File: src/rtl/seq_pattern_tx_if.sv
// Symbol-transmitter bus: start/abort control with pattern/gap/reps fields
// in, registered one-hot p1/p2 symbol strobes and status out.
interface seq_pattern_tx_if #(
  parameter int PATTERN_W = 4,
  parameter int GAP_W     = 4,
  parameter int REP_W     = 3
) ();
  // Handshake: start is a request taken only when the transmitter is idle and
  // abort is low; the fields are captured on that edge. sym_valid qualifies
  // p1/p2 and there is no backpressure. busy spans SEND/GAP, done pulses once.
  logic                 start;
  logic                 abort;
  logic [PATTERN_W-1:0] pattern;
  logic [GAP_W-1:0]     gap;
  logic [REP_W-1:0]     reps;
  logic                 p1;
  logic                 p2;
  logic                 sym_valid;
  logic                 busy;
  logic                 done;

  modport master (
    output start, abort, pattern, gap, reps,
    input  p1, p2, sym_valid, busy, done
  );

  modport slave (
    input  start, abort, pattern, gap, reps,
    output p1, p2, sym_valid, busy, done
  );
endinterface

File: src/rtl/seq_pattern_tx.sv
// Serial pattern transmitter: sends a captured pattern MSB-first as one-hot
// P1 ("1") / P2 ("0") strobes, with a programmable gap and repeat count.
module seq_pattern_tx #(
  parameter int PATTERN_W = 4,
  parameter int GAP_W     = 4,
  parameter int REP_W     = 3
) (
  input  logic               clk,
  input  logic               reset,
  seq_pattern_tx_if.slave    bus,
  output logic [1:0]         state_dbg
);
  typedef enum logic [1:0] {IDLE, SEND, GAP, DONE} state_t;

  localparam int CW = (PATTERN_W > 1) ? $clog2(PATTERN_W) : 1;
  localparam logic [CW-1:0] LAST_SYM = CW'(PATTERN_W - 1);

  state_t               state_q, state_d;
  logic [PATTERN_W-1:0] pat_q, pat_d;
  logic [PATTERN_W-1:0] shreg_q, shreg_d;
  logic [GAP_W-1:0]     gapl_q, gapl_d;
  logic [GAP_W-1:0]     gcnt_q, gcnt_d;
  logic [REP_W-1:0]     rep_q, rep_d;
  logic [CW-1:0]        sym_q, sym_d;
  logic                 p1_d, p2_d, sym_valid_d, busy_d, done_d;

  always_comb begin
    state_d = state_q;
    pat_d   = pat_q;
    shreg_d = shreg_q;
    gapl_d  = gapl_q;
    gcnt_d  = gcnt_q;
    rep_d   = rep_q;
    sym_d   = sym_q;
    case (state_q)
      IDLE: begin
        if (bus.start && !bus.abort) begin
          pat_d   = bus.pattern;
          shreg_d = bus.pattern;
          gapl_d  = bus.gap;
          rep_d   = (bus.reps == '0) ? REP_W'(1) : bus.reps;
          sym_d   = '0;
          state_d = SEND;
        end
      end
      SEND: begin
        // Pattern boundary: reload the shifter and consume one repetition.
        if (sym_q == LAST_SYM) begin
          sym_d   = '0;
          shreg_d = pat_q;
          rep_d   = rep_q - 1'b1;
        end else begin
          sym_d   = sym_q + 1'b1;
          shreg_d = {shreg_q[PATTERN_W-2:0], 1'b0};
        end
        if (sym_q == LAST_SYM && rep_q == REP_W'(1)) begin
          state_d = DONE;
        end else if (gapl_q == '0) begin
          state_d = SEND;
        end else begin
          state_d = GAP;
          gcnt_d  = gapl_q;
        end
      end
      GAP: begin
        if (gcnt_q == GAP_W'(1)) state_d = SEND;
        gcnt_d = gcnt_q - 1'b1;
      end
      DONE:    state_d = IDLE;
      default: state_d = IDLE;
    endcase
    if (bus.abort && state_q != IDLE) state_d = IDLE;
  end

  // Outputs are registered copies of what the next state will present.
  always_comb begin
    p1_d        = (state_d == SEND) &&  shreg_d[PATTERN_W-1];
    p2_d        = (state_d == SEND) && !shreg_d[PATTERN_W-1];
    sym_valid_d = (state_d == SEND);
    busy_d      = (state_d == SEND) || (state_d == GAP);
    done_d      = (state_d == DONE);
  end

  always_ff @(posedge clk or posedge reset) begin
    if (reset) begin
      state_q       <= IDLE;
      pat_q         <= '0;
      shreg_q       <= '0;
      gapl_q        <= '0;
      gcnt_q        <= '0;
      rep_q         <= '0;
      sym_q         <= '0;
      bus.p1        <= 1'b0;
      bus.p2        <= 1'b0;
      bus.sym_valid <= 1'b0;
      bus.busy      <= 1'b0;
      bus.done      <= 1'b0;
    end else begin
      state_q       <= state_d;
      pat_q         <= pat_d;
      shreg_q       <= shreg_d;
      gapl_q        <= gapl_d;
      gcnt_q        <= gcnt_d;
      rep_q         <= rep_d;
      sym_q         <= sym_d;
      bus.p1        <= p1_d;
      bus.p2        <= p2_d;
      bus.sym_valid <= sym_valid_d;
      bus.busy      <= busy_d;
      bus.done      <= done_d;
    end
  end

  assign state_dbg = state_q;
endmodule

File: src/flat_wrapper.sv
// flat-port wrapper written by rule: the top's interface ports become plain ports
module seq_pattern_tx_flat 
#(
  parameter int PATTERN_W = 4,
  parameter int GAP_W     = 4,
  parameter int REP_W     = 3
)
  (clk, reset, state_dbg, bus_start, bus_abort, bus_pattern, bus_gap, bus_reps, bus_p1, bus_p2, bus_sym_valid, bus_busy, bus_done);
  seq_pattern_tx_if #(.PATTERN_W(PATTERN_W), .GAP_W(GAP_W), .REP_W(REP_W)) bus_i ();
  input  logic clk;
  input  logic reset;
  output logic [1:0] state_dbg;
  input wire logic [$bits(bus_i.start)-1:0] bus_start;
  input wire logic [$bits(bus_i.abort)-1:0] bus_abort;
  input wire logic [$bits(bus_i.pattern)-1:0] bus_pattern;
  input wire logic [$bits(bus_i.gap)-1:0] bus_gap;
  input wire logic [$bits(bus_i.reps)-1:0] bus_reps;
  output wire logic [$bits(bus_i.p1)-1:0] bus_p1;
  output wire logic [$bits(bus_i.p2)-1:0] bus_p2;
  output wire logic [$bits(bus_i.sym_valid)-1:0] bus_sym_valid;
  output wire logic [$bits(bus_i.busy)-1:0] bus_busy;
  output wire logic [$bits(bus_i.done)-1:0] bus_done;
  assign bus_i.start = bus_start;
  assign bus_i.abort = bus_abort;
  assign bus_i.pattern = bus_pattern;
  assign bus_i.gap = bus_gap;
  assign bus_i.reps = bus_reps;
  assign bus_p1 = bus_i.p1;
  assign bus_p2 = bus_i.p2;
  assign bus_sym_valid = bus_i.sym_valid;
  assign bus_busy = bus_i.busy;
  assign bus_done = bus_i.done;
  seq_pattern_tx #(.PATTERN_W(PATTERN_W), .GAP_W(GAP_W), .REP_W(REP_W)) u_core (.clk(clk), .reset(reset), .bus(bus_i), .state_dbg(state_dbg));
endmodule
File: config.mk
export PLATFORM = sky130hd
export DESIGN_NAME = seq_pattern_tx_flat
export DESIGN_NICKNAME = d
export VERILOG_FILES = /design/src/rtl/seq_pattern_tx_if.sv /design/src/rtl/seq_pattern_tx.sv /design/src/flat_wrapper.sv
export SDC_FILE = /design/constraint.sdc
export NUM_CORES = 1
export LEC_CHECK = 0
export CAP_MARGIN = 10
export CORE_ASPECT_RATIO = 1.2
export CORE_UTILIZATION = 25
export CTS_CLUSTER_DIAMETER = 80
export DETAILED_ROUTE_END_ITERATION = 7
export DONT_BUFFER_PORTS = 1
export GPL_TIMING_DRIVEN = 0
export PLACE_DENSITY = 0.36
export SKIP_CTS_REPAIR_TIMING = 1
export SYNTH_ARGS = -nofsm -noshare
export SYNTH_HDL_FRONTEND = slang
export SYNTH_SLANG_ARGS = --single-unit
export TNS_END_PERCENT = 1
File: constraint.sdc
create_clock -name clk -period 2.4 [get_ports clk]
set_input_delay 0.48 -clock clk [delete_from_list [all_inputs] [get_ports clk]]
set_output_delay 0.48 -clock clk [all_outputs]
set_load 0.05 [all_outputs]
==> results_dict.tcl <==
set metrics [dict create \
    status "complete, no violations" \
    syn_inst 159 \
    switching_share_pct 44.7 \
    dr.first_iter.drc_count 53 \
    combPwrFrac_pct 43.8 \
    routed_via_density 4.52 \
    clkTransAtPathRegs_ps 100 \
    die_w_um 72.6 \
    synth_top_family_by_area "simple AND/OR/NAND/NOR gates" \
    critPathKind "flop to flop" \
    clk_path_buf_depth 2 \
    highest_layer "met4" \
    synthAdderAreaFrac_pct 9.21 \
    tightest_slew_ps 686 \
    pwr-share-seq_pct 43.1 \
    initial_core_util_pct 26.2 \
    finalClockSkew_ps 4.21 \
    synth_top_cell_area_share_pct 46.9 \
    setup_viol 0 \
    powerDensity_nw_per_um2 1360 \
    cts_tree "built" \
    finalMaxSlewViolations 0 \
    yosys.area.top_type "dfrtp_1" \
    fmax_mhz 452 \
    hold_class "input port to async pin" \
    die-area_um2 6290 \
    end_kind "flop" \
    layout.nets 191 \
    synthesis.nets 185 \
    io_buffers 0 \
    power_leakage_uw 0.000778 \
    hpwl_mm 2.47 \
    critical_path_required_ps 2570 \
    grt_pass1_vias 1163 \
    yosys_warnings 0 \
    drive_gt1_share_pct 12.2 \
    drc 0 \
    cts_buffers 3 \
    p_sw_uw 1030 \
    synth.area.mux_share_pct 2.93 \
    worst_slack_ps 186 \
    coreArea_um2 5710 \
    power_frac_clock_pct 13.1 \
    syn_area_per_cell_um2 9.40 \
    die_h_um 86.7 \
    insertion_delay_ps 280 \
    synth_area_leaders "dfrtp_1 (47%), ha_1 (9.2%), nand2_1 (7.8%), inv_1 (4.0%), o21ai_0 (3.7%)" \
    fillers 627 \
    wl_met3_um 105 \
    overflow 0 \
    tns_ps 0 \
    ys_ff_latch 28 \
    ys_seq_area_share_pct 46.9 \
    hold_viol_final 0 \
    grt_pass1_wl_mm 5.68 \
    synth_compound_area_share_pct 16.8 \
    internal-power_uw 1270 \
    utilization_pct 29.8 \
    cp-start-kind "flop" \
    synth_top_flop_cell "dfrtp_1" \
    async_flop_share_pct 100 \
    grt_max_degree 29 \
    htree_num_levels 1 \
    dr.pass1.iters 4 \
    dpl_worst_slack_ps -82.1 \
    finalCriticalPeriod_ps 2210 \
    wl_met2_mm 1.59 \
    wl_per_cell_um 13.5 \
    ios 22 \
    crit_fanout 10 \
    cts.sinks 28 \
    fin_crit_sh_pct 92.2 \
    track_usage_pct 11.9 \
    synth_edf_count 0 \
    critPathArrivalTime_ps 2380 \
    ir_worst_vdd_uv 377 \
    via_count 1104 \
    drtAntennaViolNets 0 \
    wirelength_mm 3.30 \
    synthSimpleGateAreaFrac_pct 18.4 \
    synth-xor-area-share_pct 0 \
    syn2layout_area_growth_pct 13.7 \
    rsz0062_at_grt "false" \
    synth.distinct_cells 36 \
    antenna-diode-count 0 \
    wl_met1_mm 1.56 \
    synth_area_um2 1490 \
    drv_cap 0 \
    place_congestion 0.742 \
    post-synth-top-count-cell "nand2_1" \
    antenna_found_initial 0 \
    yosys-top-cells-count "nand2_1 (31), dfrtp_1 (28), inv_1 (16)" \
    slew_headroom_pct 54.2 \
    root_buffer "clkbuf_8" \
    fp-row-count 30 \
]
## power groups by stage
stage	combinational, µW	sequential, µW	clock [µW]
after floorplan	789	955	0
after global placement	972	998	0
after detailed placement	992	1000	0
after CTS	994	992	311
after global routing	1180	1030	335
final	1010	993	303
## critical path: stages, from the launching register on
cell and delay, ps:
dfrtp_2 560, inv_1 110, ha_1 200, buf_2 180
nand2b_1 280, o32a_1 420, ha_1 230, inv_1 70
a31oi_1 40
## flip-flops by register name, indices dropped and copies added (netlist names), 2 cells and up
register	cells
u_core.pat_q	4
u_core.shreg_q	4
u_core.gapl_q	4
u_core.rep_q	3
u_core.gcnt_q	4
u_core.sym_q	2
u_core.state_dbg	2
## per-stage QoR
step                instances  hold slack, ps  cell area, µm²  power, µW
finish                    244             180            1700       2310
CTS                       243             296            1650       2300
floorplan                 159             440            1490       1740
detailed placement        239             461            1590       1990
global placement          239             460            1590       1970
global route              244             223            1700       2540
## path summary, 6_finish.rpt
check | startpoint | to | slack [ps] | cells after the start
worst min-delay path | reset | u_core.pat_q[0] | 180 | 1
worst max-delay path | u_core.state_dbg[0] | u_core.bus.p1 | 190 | 8
max in group asynchronous | reset | u_core.state_dbg[1] | 1700 | 2
worst min register to register | u_core.pat_q[1] | u_core.pat_q[1] | 480 | 2
min in group clk | bus_gap[1] | u_core.gapl_q[1] | 300 | 2
worst max register to register | u_core.state_dbg[0] | u_core.bus.p1 | 190 | 8
## metal layers
layer  GRT usage (%)  vias to the layer above
met5               0                        -
met4            4.81                        0
met3            2.21                        4
met2            18.9                       17
met1            15.8                      527
li1                -                      556
## layout make-up
class                           count  area, µm²  share of cell area [%]
Clock buffer                        4       55.1                    3.24
Inverter                           16       60.1                    3.54
Buffer                              6       28.8                    1.69
Multi-Input combinational cell    109        723                    42.6
Tap cell                           80        100                    5.90
Sequential cell                    28        703                    41.4
Timing Repair Buffer                1       27.5                    1.62
## kinds of logic (layout without fill, tap and decap cells)
logic type,count (synthesis),in the layout
buf+inv,22,27
flops,28,28
mux,4,4
simple gates,58,58
fa+ha+maj,11,11
compound gates,36,36
## layout by cell type (no fill, tap or decap), types with 2 or more instances in the layout
master / Yosys / final
and3b_1: 2 / 2
ha_1: 11 / 10
nor2_1: 7 / 7
a31oi_1: 4 / 4
dfrtp_2: 0 / 2
a22oi_1: 2 / 2
dfrtp_1: 28 / 26
clkbuf_1: 3 / 3
a22o_1: 2 / 2
buf_2: 3 / 2
a21oi_1: 6 / 6
clkbuf_8: 0 / 4
nand3_1: 5 / 5
o21ai_0: 11 / 10
nand2_1: 31 / 31
nand2b_1: 5 / 5
inv_1: 16 / 15
mux2_2: 3 / 3
(Power assumes the default switching activity.)
